$ cat src/rtl/cpu_pkg.sv
// Shared CPU definitions used by the operand access unit.
//   - Addressing-mode constants, matching the instruction di bit.
//   - State encoding of the operand access sequencer.
//   - Legal memory read latency range and the latency counter width.
// No ports (package).
package cpu_pkg;

    localparam logic ADDR_DIRECT   = 1'b0;
    localparam logic ADDR_INDIRECT = 1'b1;

    localparam int unsigned MemLatencyMin = 1;
    localparam int unsigned MemLatencyMax = 4;
    localparam int unsigned OauCntWidth   = 3;

    typedef enum logic [2:0] {
        OauIdle,
        OauPtrWait,
        OauRdWait,
        OauWr,
        OauResp
    } oau_state_e;

    // Keeps an out-of-range latency parameter inside what the counter can express.
    function automatic int unsigned clamp_mem_latency(input int unsigned lat);
        if (lat < MemLatencyMin) begin
            return MemLatencyMin;
        end
        if (lat > MemLatencyMax) begin
            return MemLatencyMax;
        end
        return lat;
    endfunction

endpackage

$ cat src/rtl/operand_access_unit_if.sv
// Request/response and data-memory signal bundle of the operand access unit.
//   slave  : the operand access unit's view.
//   master : the environment's view (control FSM on the request side, data memory on the
//            memory side).
// Signals:
//   req_valid/req_ready/req_write/req_ind/req_addr/req_wdata : request channel
//   rsp_valid/rsp_data/rsp_err                               : response pulse and data
//   mem_addr/mem_we/mem_wdata/mem_rdata                      : single-port data memory
interface operand_access_unit_if #(
    parameter int unsigned DATA_WIDTH = 16,
    parameter int unsigned ADDR_WIDTH = 6
);
    logic                  req_valid;
    logic                  req_ready;
    logic                  req_write;
    logic                  req_ind;
    logic [ADDR_WIDTH-1:0] req_addr;
    logic [DATA_WIDTH-1:0] req_wdata;
    logic                  rsp_valid;
    logic [DATA_WIDTH-1:0] rsp_data;
    logic                  rsp_err;
    logic [ADDR_WIDTH-1:0] mem_addr;
    logic                  mem_we;
    logic [DATA_WIDTH-1:0] mem_wdata;
    logic [DATA_WIDTH-1:0] mem_rdata;

    modport slave (
        input  req_valid, req_write, req_ind, req_addr, req_wdata, mem_rdata,
        output req_ready, rsp_valid, rsp_data, rsp_err, mem_addr, mem_we, mem_wdata
    );

    modport master (
        output req_valid, req_write, req_ind, req_addr, req_wdata, mem_rdata,
        input  req_ready, rsp_valid, rsp_data, rsp_err, mem_addr, mem_we, mem_wdata
    );

endinterface

$ cat src/rtl/register.sv
// Generic holding register with synchronous load and clear.
//   clk   : clock
//   rst_n : asynchronous active-low reset, clears q_o
//   ld_i  : load d_i
//   cl_i  : clear to zero (wins over ld_i)
//   d_i   : data in
//   q_o   : registered value
module register #(
    parameter int unsigned Width = 8
) (
    input  logic             clk,
    input  logic             rst_n,
    input  logic             ld_i,
    input  logic             cl_i,
    input  logic [Width-1:0] d_i,
    output logic [Width-1:0] q_o
);

    logic [Width-1:0] val_q;

    always_ff @(posedge clk or negedge rst_n) begin
        if (!rst_n) begin
            val_q <= '0;
        end else if (cl_i) begin
            val_q <= '0;
        end else if (ld_i) begin
            val_q <= d_i;
        end
    end

    assign q_o = val_q;

endmodule

$ cat src/rtl/operand_access_unit.sv
// Operand/result memory sequencer: one read or write request at a time, direct or one-level
// indirect, against a single-port memory with MEM_LATENCY cycles of read latency. Returns a
// one-cycle response pulse with read data or completion.
//   clk   : clock
//   rst_n : asynchronous active-low reset; aborts any in-flight request
//   bus   : operand_access_unit_if.slave (request, response and memory signals)
module operand_access_unit
    import cpu_pkg::*;
#(
    parameter int unsigned DATA_WIDTH  = 16,
    parameter int unsigned ADDR_WIDTH  = 6,
    parameter int unsigned MEM_LATENCY = 1,
    parameter int unsigned STRICT      = 0
) (
    input  logic                 clk,
    input  logic                 rst_n,
    operand_access_unit_if.slave bus
);

    localparam int unsigned            Lat    = clamp_mem_latency(MEM_LATENCY);
    localparam logic [OauCntWidth-1:0] LatCnt = OauCntWidth'(Lat);

    oau_state_e             state_q;
    logic [OauCntWidth-1:0] cnt_q;
    logic                   req_write_q;
    logic [DATA_WIDTH-1:0]  req_wdata_q;
    logic                   mem_we_q;
    logic [DATA_WIDTH-1:0]  mem_wdata_q;
    logic                   rsp_valid_q;
    logic                   rsp_err_q;

    logic                   accept;
    logic                   lat_done;
    logic                   ptr_done;
    logic                   rd_done;
    logic                   ptr_bad;
    logic                   addr_ld;
    logic [ADDR_WIDTH-1:0]  addr_d;
    logic [ADDR_WIDTH-1:0]  mem_addr_q;
    logic                   data_ld;
    logic                   data_cl;
    logic [DATA_WIDTH-1:0]  rsp_data_q;

    // RESP also accepts, so a new request can follow a response with no idle cycle.
    assign bus.req_ready = (state_q == OauIdle) || (state_q == OauResp);

    always_comb begin
        accept   = bus.req_valid && bus.req_ready;
        // The counter is cleared at each launch; data is valid once it reaches the latency.
        lat_done = (cnt_q == LatCnt);
        ptr_done = (state_q == OauPtrWait) && lat_done;
        rd_done  = (state_q == OauRdWait) && lat_done;
        // Any set bit above the address field means the pointer does not fit the memory.
        ptr_bad  = (STRICT != 0) && ((bus.mem_rdata >> ADDR_WIDTH) != '0);
        addr_ld  = accept || (ptr_done && !ptr_bad);
        addr_d   = accept ? bus.req_addr : bus.mem_rdata[ADDR_WIDTH-1:0];
        data_cl  = accept;
        data_ld  = rd_done;
    end

    always_ff @(posedge clk or negedge rst_n) begin
        if (!rst_n) begin
            state_q     <= OauIdle;
            cnt_q       <= '0;
            req_write_q <= 1'b0;
            req_wdata_q <= '0;
            mem_we_q    <= 1'b0;
            mem_wdata_q <= '0;
            rsp_valid_q <= 1'b0;
            rsp_err_q   <= 1'b0;
        end else begin
            rsp_valid_q <= 1'b0;
            mem_we_q    <= 1'b0;
            unique case (state_q)
                OauIdle, OauResp: begin
                    if (accept) begin
                        req_write_q <= bus.req_write;
                        req_wdata_q <= bus.req_wdata;
                        cnt_q       <= '0;
                        rsp_err_q   <= 1'b0;
                        if (bus.req_ind == ADDR_INDIRECT) begin
                            state_q <= OauPtrWait;
                        end else if (bus.req_write) begin
                            state_q     <= OauWr;
                            mem_we_q    <= 1'b1;
                            mem_wdata_q <= bus.req_wdata;
                        end else begin
                            state_q <= OauRdWait;
                        end
                    end else begin
                        state_q <= OauIdle;
                    end
                end
                OauPtrWait: begin
                    if (lat_done) begin
                        cnt_q <= '0;
                        if (ptr_bad) begin
                            // No second access: respond straight away with the error.
                            rsp_err_q   <= 1'b1;
                            rsp_valid_q <= 1'b1;
                            state_q     <= OauResp;
                        end else if (req_write_q) begin
                            state_q     <= OauWr;
                            mem_we_q    <= 1'b1;
                            mem_wdata_q <= req_wdata_q;
                        end else begin
                            state_q <= OauRdWait;
                        end
                    end else begin
                        cnt_q <= cnt_q + OauCntWidth'(1);
                    end
                end
                OauRdWait: begin
                    if (lat_done) begin
                        rsp_valid_q <= 1'b1;
                        state_q     <= OauResp;
                    end else begin
                        cnt_q <= cnt_q + OauCntWidth'(1);
                    end
                end
                OauWr: begin
                    rsp_valid_q <= 1'b1;
                    state_q     <= OauResp;
                end
                default: begin
                    state_q <= OauIdle;
                end
            endcase
        end
    end

    register #(
        .Width (ADDR_WIDTH)
    ) u_mem_addr_reg (
        .clk   (clk),
        .rst_n (rst_n),
        .ld_i  (addr_ld),
        .cl_i  (1'b0),
        .d_i   (addr_d),
        .q_o   (mem_addr_q)
    );

    register #(
        .Width (DATA_WIDTH)
    ) u_rsp_data_reg (
        .clk   (clk),
        .rst_n (rst_n),
        .ld_i  (data_ld),
        .cl_i  (data_cl),
        .d_i   (bus.mem_rdata),
        .q_o   (rsp_data_q)
    );

    assign bus.rsp_valid = rsp_valid_q;
    assign bus.rsp_data  = rsp_data_q;
    assign bus.rsp_err   = rsp_err_q;
    assign bus.mem_addr  = mem_addr_q;
    assign bus.mem_we    = mem_we_q;
    assign bus.mem_wdata = mem_wdata_q;

endmodule

$ cat src/flat_wrapper.sv
// flat-port wrapper written by rule: the top's interface ports become plain ports
module operand_access_unit_flat import cpu_pkg::*;
#(
    parameter int unsigned DATA_WIDTH  = 16,
    parameter int unsigned ADDR_WIDTH  = 6,
    parameter int unsigned MEM_LATENCY = 1,
    parameter int unsigned STRICT      = 0
)
  (clk, rst_n, bus_req_valid, bus_req_write, bus_req_ind, bus_req_addr, bus_req_wdata, bus_mem_rdata, bus_req_ready, bus_rsp_valid, bus_rsp_data, bus_rsp_err, bus_mem_addr, bus_mem_we, bus_mem_wdata);
  operand_access_unit_if #(.DATA_WIDTH(DATA_WIDTH), .ADDR_WIDTH(ADDR_WIDTH)) bus_i ();
  input  logic clk;
  input  logic rst_n;
  input wire logic [$bits(bus_i.req_valid)-1:0] bus_req_valid;
  input wire logic [$bits(bus_i.req_write)-1:0] bus_req_write;
  input wire logic [$bits(bus_i.req_ind)-1:0] bus_req_ind;
  input wire logic [$bits(bus_i.req_addr)-1:0] bus_req_addr;
  input wire logic [$bits(bus_i.req_wdata)-1:0] bus_req_wdata;
  input wire logic [$bits(bus_i.mem_rdata)-1:0] bus_mem_rdata;
  output wire logic [$bits(bus_i.req_ready)-1:0] bus_req_ready;
  output wire logic [$bits(bus_i.rsp_valid)-1:0] bus_rsp_valid;
  output wire logic [$bits(bus_i.rsp_data)-1:0] bus_rsp_data;
  output wire logic [$bits(bus_i.rsp_err)-1:0] bus_rsp_err;
  output wire logic [$bits(bus_i.mem_addr)-1:0] bus_mem_addr;
  output wire logic [$bits(bus_i.mem_we)-1:0] bus_mem_we;
  output wire logic [$bits(bus_i.mem_wdata)-1:0] bus_mem_wdata;
  assign bus_i.req_valid = bus_req_valid;
  assign bus_i.req_write = bus_req_write;
  assign bus_i.req_ind = bus_req_ind;
  assign bus_i.req_addr = bus_req_addr;
  assign bus_i.req_wdata = bus_req_wdata;
  assign bus_i.mem_rdata = bus_mem_rdata;
  assign bus_req_ready = bus_i.req_ready;
  assign bus_rsp_valid = bus_i.rsp_valid;
  assign bus_rsp_data = bus_i.rsp_data;
  assign bus_rsp_err = bus_i.rsp_err;
  assign bus_mem_addr = bus_i.mem_addr;
  assign bus_mem_we = bus_i.mem_we;
  assign bus_mem_wdata = bus_i.mem_wdata;
  operand_access_unit #(.DATA_WIDTH(DATA_WIDTH), .ADDR_WIDTH(ADDR_WIDTH), .MEM_LATENCY(MEM_LATENCY), .STRICT(STRICT)) u_core (.clk(clk), .rst_n(rst_n), .bus(bus_i));
endmodule
$ cat config.mk
export PLATFORM = sky130hd
export DESIGN_NAME = operand_access_unit_flat
export DESIGN_NICKNAME = d
export VERILOG_FILES = /design/src/rtl/cpu_pkg.sv /design/src/rtl/operand_access_unit_if.sv /design/src/rtl/register.sv /design/src/rtl/operand_access_unit.sv /design/src/flat_wrapper.sv
export SDC_FILE = /design/constraint.sdc
export NUM_CORES = 1
export LEC_CHECK = 0
export CAP_MARGIN = 20
export CORE_UTILIZATION = 30
export CTS_CLUSTER_SIZE = 12
export DETAILED_ROUTE_END_ITERATION = 16
export PLACE_DENSITY_LB_ADDON = 0.2
export SETUP_SLACK_MARGIN = 0.05
export SLEW_MARGIN = 10
export SYNTH_ARGS = -nofsm -noshare
export SYNTH_HDL_FRONTEND = slang
export SYNTH_SLANG_ARGS = --single-unit
$ cat constraint.sdc
create_clock -name clk -period 2 [get_ports clk]
set_input_delay 0.2 -clock clk [delete_from_list [all_inputs] [get_ports clk]]
set_output_delay 0.2 -clock clk [all_outputs]
set_load 0.005 [all_outputs]
# Word level (Yosys, flattened, before mapping)
# Cells that the tools add are included.
dict set report op_classes {
  n_addsub 1
  n_eq_ne 12
  muxes 28
  n_reduce_logical 14
}
# cell count
set ops {}
lappend ops {{$mux 16} 7}
lappend ops {{$pmux 16 s2} 1}
lappend ops {{$mux 3} 7}
lappend ops {{$pmux 3 s4} 1}
lappend ops {{$pmux 3 s3} 1}
lappend ops {{$mux 1} 8}
lappend ops {{$ne 2x1->1 const B} 4}
lappend ops {{$eq 3x1->1 const B} 2}
lappend ops {{$eq 3x2->1 const B} 2}
lappend ops {{$mux 6} 1}
lappend ops {{$ne 2x2->1 const B} 3}
lappend ops {{$reduce_and 6->1} 1}
lappend ops {{$pmux 1 s2} 2}
lappend ops {{$reduce_and 2->1} 2}
lappend ops {{$reduce_bool 2->1} 2}
lappend ops {{$add 3x1->3 const B} 1}
lappend ops {{$eq 3x3->1 const B} 1}
lappend ops {{$logic_and 1x1->1} 3}
lappend ops {{$logic_not 3->1} 1}
lappend ops {{$reduce_and 3->1} 1}
lappend ops {{$reduce_bool 3->1} 1}
lappend ops {{$logic_or 1x1->1} 2}
lappend ops {{$reduce_or 2->1} 1}
dict set report totals {
  register_bits 63
  wordCells 64
}

# Depth between registers and ports, before layout
dict set report logic_depth {
  depth_word 5
  ltp_mapped 7
}

# Cells and area by module
# A second synthesis with hierarchy kept.
dict set report hier_totals {
  cells_unflattened 224
  area_unflattened_um2 2909.0
}
# module n_inst cells_per_inst area_per_inst_um2 seq_area_each_um2
set by_module_without_submodules {}
lappend by_module_without_submodules {operand_access_unit 1 153 2004.4 1026.0}
lappend by_module_without_submodules {{register at u_core.u_rsp_data_reg} 1 52 660.6 400.4}
lappend by_module_without_submodules {{register at u_core.u_mem_addr_reg} 1 19 244.0 150.1}

# Least setup slack after synthesis
# OpenSTA, ideal clock, no wires.
dict set report synth_timing {
  kind {register to register}
  startpoint {register u_core.cnt_q[0]}
  endpoint {register u_core.cnt_q[2]}
  setup_ns 0.118
  t_arrival_ns 1.419
  t_required_ns 1.882
  setup_slack_ns 0.463
  stages_incl_launch_ff 6
  path_cell_list {dfrtp_1 > ha_1 > and2b_4 > nor3_1 > o22ai_1 > a21o_1}
}
dict set report synth_via {
  elab_chain_len 3
  elab_cells_between_ends 7
}
# element line
set synth_rtl {}
lappend synth_rtl {{from (decl)} operand_access_unit.sv:24} ;# logic [OauCntWidth-1:0] cnt_q;
lappend synth_rtl {{from (signal assigned)} operand_access_unit.sv:110} ;# cnt_q <= cnt_q + OauCntWidth'(1);
lappend synth_rtl {{from (signal assigned)} operand_access_unit.sv:118} ;# cnt_q <= cnt_q + OauCntWidth'(1);
lappend synth_rtl {{$add 3x1->3 / $eq 3x1->1 (equally long branches)} {operand_access_unit.sv:110, operand_access_unit.sv:118, operand_access_unit.sv:50}}
lappend synth_rtl {{$mux 3 (tied with other cells)} operand_access_unit.sv:114} ;# if (lat_done) begin
lappend synth_rtl {{$pmux 3 s3 / $reduce_and 3->1 (equally long branches)} --}
# Several ways; a longest one is shown, not always the timed one. The select of a mux whose other input is x is not followed.
# A chain may end at the register's enable or synchronous reset.

# Worst setup path in the final report
dict set report layout_timing {
  startpoint {register u_core.state_q[1]}
  endpoint {output port bus_req_ready}
}
dict set report layout_via {
  elab_chain_len 2
  elab_cells_between_ends 3
}
# element line
set layout_rtl {}
lappend layout_rtl {{from (decl)} operand_access_unit.sv:23} ;# oau_state_e state_q;
lappend layout_rtl {{from (signal assigned)} operand_access_unit.sv:63} ;# state_q <= OauIdle;
lappend layout_rtl {{from (signal assigned)} operand_access_unit.sv:82} ;# state_q <= OauPtrWait;
lappend layout_rtl {{from (signal assigned)} operand_access_unit.sv:84} ;# state_q <= OauWr;
lappend layout_rtl {{$eq 3x3->1 / $logic_not 3->1 (equally long branches)} operand_access_unit.sv:45} ;# assign bus.req_ready = (state_q == OauIdle) || (state_q == OauResp);
lappend layout_rtl {{$logic_or 1x1->1 *} operand_access_unit.sv:45}
lappend layout_rtl {{to (decl)} flat_wrapper.sv:19} ;# output wire logic [$bits(bus_i.req_ready)-1:0] bus_req_ready;
# Mark *: on every way between the ends. The rest lies on a longest branch, timed or not.

==> impl_metrics.py <==
metrics = {
    "pwr": {
        "clkPwrFrac_pct": 21.4,
        "p_sw_share_pct": 33.2,
        "leakagePower_nw": 1.79,
        "internal-power_mw": 3.90,
        "power_frac_comb_pct": 41.0,
        "pwr-share-seq_pct": 37.6,
        "p_sw_mw": 1.94,
        "peakVddDrop_uv": 456,
        "power_density_nw_per_um2": 1450,
    },
    "routing": {
        "drt-initial-drc-count": 84,
        "vias": 2176,
        "routed_via_density": 4.48,
        "drtAntennaViolNets": 0,
        "drc_errors": 2,
        "wire_per_inst_um": 12.9,
        "wl_um": 6280,
        "firstDrtPassIters": 10,
    },
    "floorplan": {
        "dieArea_um2": 9790,
        "dieWidth_um": 99.0,
        "core_region_area_um2": 9150,
        "io_pins": 85,
        "start_util_pct": 30.8,
        "num_rows": 35,
        "die-height_um": 99.0,
    },
    "clocking": {
        "path_clk_slew_ns": 0.08,
        "tritoncts": "built",
        "cts_sinks": 63,
        "cts-htree-levels": 3,
        "clock_latency_ns": 0.33,
        "cts_buffers": 9,
        "cts_max_path_buffers": 2,
        "cts_root_buf": "clkbuf_8",
        "postCtsSetupRepairBufs": 0,
    },
    "synthesis": {
        "syn_inst": 284,
        "synth_fa_ha_area_share_pct": 0.887,
        "ys_ff_latch": 63,
        "synth_top_family_by_area": "simple AND/OR/NAND/NOR gates",
        "syn_nets": 329,
        "synth_xor_area_share_pct": 0.311,
        "synth_area_um2": 2820,
        "synth-compound-area-share_pct": 9.49,
        "synth_warnings": 0,
        "ys_seq_area_share_pct": 55.9,
        "muxShareOfSynthArea_pct": 7.81,
        "synth-simple-area-share_pct": 21.3,
        "synth_area_per_cell_um2": 9.93,
        "ys_types": 35,
    },
    "layout": {
        "multi_input_area_um2": 1130,
        "regArea_um2": 1580,
        "post-route-cell-area_um2": 4040,
        "drive_gt1_share_pct": 9.33,
        "fin_nets": 415,
        "finalNonFillerCells": 486,
        "final_common_cell": "nand2_1",
        "area_growth_pct": 43.1,
        "final.fill_count": 916,
        "diodes": 0,
        "utilization_pct": 44.1,
        "final_cell_mix": "nand2_1, clkdlybuf4s50_1, dfrtp_1",
    },
    "placed_design": {
        "gp_congestion": 0.725,
        "placed_cells": 469,
        "dpl_cell_area_um2": 3790,
        "dp_hpwl_um": 4280,
        "pre_cts_slack_ns": 0.328,
        "numPortBuffers": 83,
    },
    "setup_path": {
        "endpoint_kind": "primary output",
        "startpoint_type": "register",
        "cp_max_fo": 8,
        "critPathArrivalTime_ns": 1.62,
        "crit_required_ns": 1.80,
        "path_class": "register to primary output",
    },
    "global_route": {
        "grt_overflow": 0,
        "grt_first_pass_wirelength_um": 10500,
        "antenna_found_initial": 0,
        "grt_pass1_vias": 2157,
        "grt_max_degree": 34,
        "grt_usage_pct": 13.8,
    },
    "job": {
        "drv_cap": 0,
    },
    "sta": {
        "grt_setup_unrepaired": "no",
        "tightestPinTransition_ns": 0.571,
        "worst_slack_ns": 0.185,
        "min_period_over_period_pct": 90.8,
        "setup_violations": 0,
        "max_freq_mhz": 551,
        "finalHoldViolations": 0,
        "setup_tns_ns": 0,
        "maxSlewHeadroom_pct": 61.9,
        "finalCriticalPeriod_ns": 1.82,
        "drv_slew": 0,
        "fin_skew_ns": 0.00964,
    },
    "min_path": {
        "hold_class": "input port to asynchronous set/reset pin",
    },
    "outcome": {
        "status": "finished with violations",
        "violations": "DRC",
    },
}
power groups by stage:
stage	Clock (mW)	Combinational, mW	Sequential [mW]
floorplan	0	1.37	2.14
global placement	0	2.41	2.21
detailed placement	0	2.44	2.23
CTS	1.30	2.45	2.21
global route	1.36	2.67	2.27
finish	1.25	2.39	2.20
cell families (layout without fill, tap and decap cells):
| family | count (synthesis) | count (layout) |
|---|---|---|
| fa+ha+maj | 2 | 2 |
| xor+xnor | 1 | 1 |
| simple gates | 131 | 131 |
| other cells | 1 | 1 |
| flops | 63 | 63 |
| compound gates | 45 | 45 |
| mux | 22 | 22 |
| buf+inv | 19 | 110 |
what timing repair did:
item | CTS | global route
hold buffers | 1 | 0
endpoints found under the hold margin | 21 | 0
gates resized for setup | 0 | 0
registers in the layout, indices dropped and copies added (netlist names):
signal,count
u_core.u_rsp_data_reg.q_o,16
u_core.u_mem_addr_reg.q_o,6
u_core.req_wdata_q,16
u_core.bus.rsp_valid,1
u_core.bus.mem_wdata,16
u_core.state_q,3
u_core.cnt_q,3
u_core.bus.mem_we,1
u_core.req_write_q,1
critical path: stages (launching register included):
cell and delay (ns):
dfrtp_1 0.55, nor2_4 0.22, clkdlybuf4s50_1 0.52
stage by stage:
stage,total power [mW],hold WS (ns)
2_1_floorplan,3.51,-0.0956
3_3_place_gp,4.61,0.230
3_5_place_dp,4.67,0.235
4_1_cts,5.96,0.404
5_1_grt,6.30,0.417
6_report,5.85,0.403
layout make-up:
cell class	instances	share of cell area, %
flip-flops and latches	63	39.1
well taps	111	3.44
multi-input cells	202	27.9
inverters	3	0.279
repair buffers	91	23.6
clock inverters	6	2.29
clock buffers	10	3.41
synthesized netlist by cell type:
cell type	number	area, um^2
a21o_1	2	15.0
a21oi_1	5	25.0
a31oi_1	6	37.5
a32oi_4	1	27.5
and2_1	1	6.26
and2b_4	1	10.0
and4bb_4	1	16.3
buf_2	6	30.0
buf_4	2	15.0
buf_6	4	45.0
clkbuf_1	4	15.0
conb_1	1	3.75
dfrtp_1	63	1580
ha_1	2	25.0
inv_1	3	11.3
mux2i_1	22	220
nand2_1	101	379
nand2b_1	1	6.26
nand2b_2	2	17.5
nand2b_4	1	13.8
nand4bb_1	1	11.3
nor2_1	14	52.6
nor2_4	1	11.3
nor2_8	1	20.0
nor2b_1	2	12.5
nor3_1	1	5.00
nor3_4	1	16.3
nor3b_2	1	12.5
o21ai_0	12	60.1
o21ai_1	16	80.1
o21bai_1	1	7.51
o22ai_1	1	6.26
o32ai_1	1	8.76
or3_4	1	11.3
xnor2_1	1	8.76
path summary, 6_finish.rpt:
check | startpoint | to | slack, ns | depth (start not counted)
hold reg to reg | u_core.req_wdata_q[6]$_DFFE_PN0P_ | u_core.req_wdata_q[6]$_DFFE_PN0P_ | 0.48 | 2
hold / removal | rst_n | u_core.bus.mem_wdata[14]$_DFFE_PN0P_ | 0.40 | 2
setup / recovery | u_core.state_q[1]$_DFFE_PN0P_ | bus_req_ready | 0.18 | 2
setup reg to reg | u_core.cnt_q[0]$_DFFE_PN0P_ | u_core.cnt_q[2]$_DFFE_PN0P_ | 0.32 | 5
max in group asynchronous | rst_n | u_core.bus.mem_wdata[15]$_DFFE_PN0P_ | 0.93 | 3
min in group clk | bus_mem_rdata[9] | u_core.u_rsp_data_reg.q_o[9]$_DFFE_PN0P_ | 0.42 | 3
layer usage:
metal | GRT usage, % | routed length [um]
met5 | 0 | 0
met1 | 18.0 | 2880
met2 | 21.2 | 2990
met3 | 4.68 | 383
met4 | 5.51 | 34
Power figures use the tool's default switching activity.
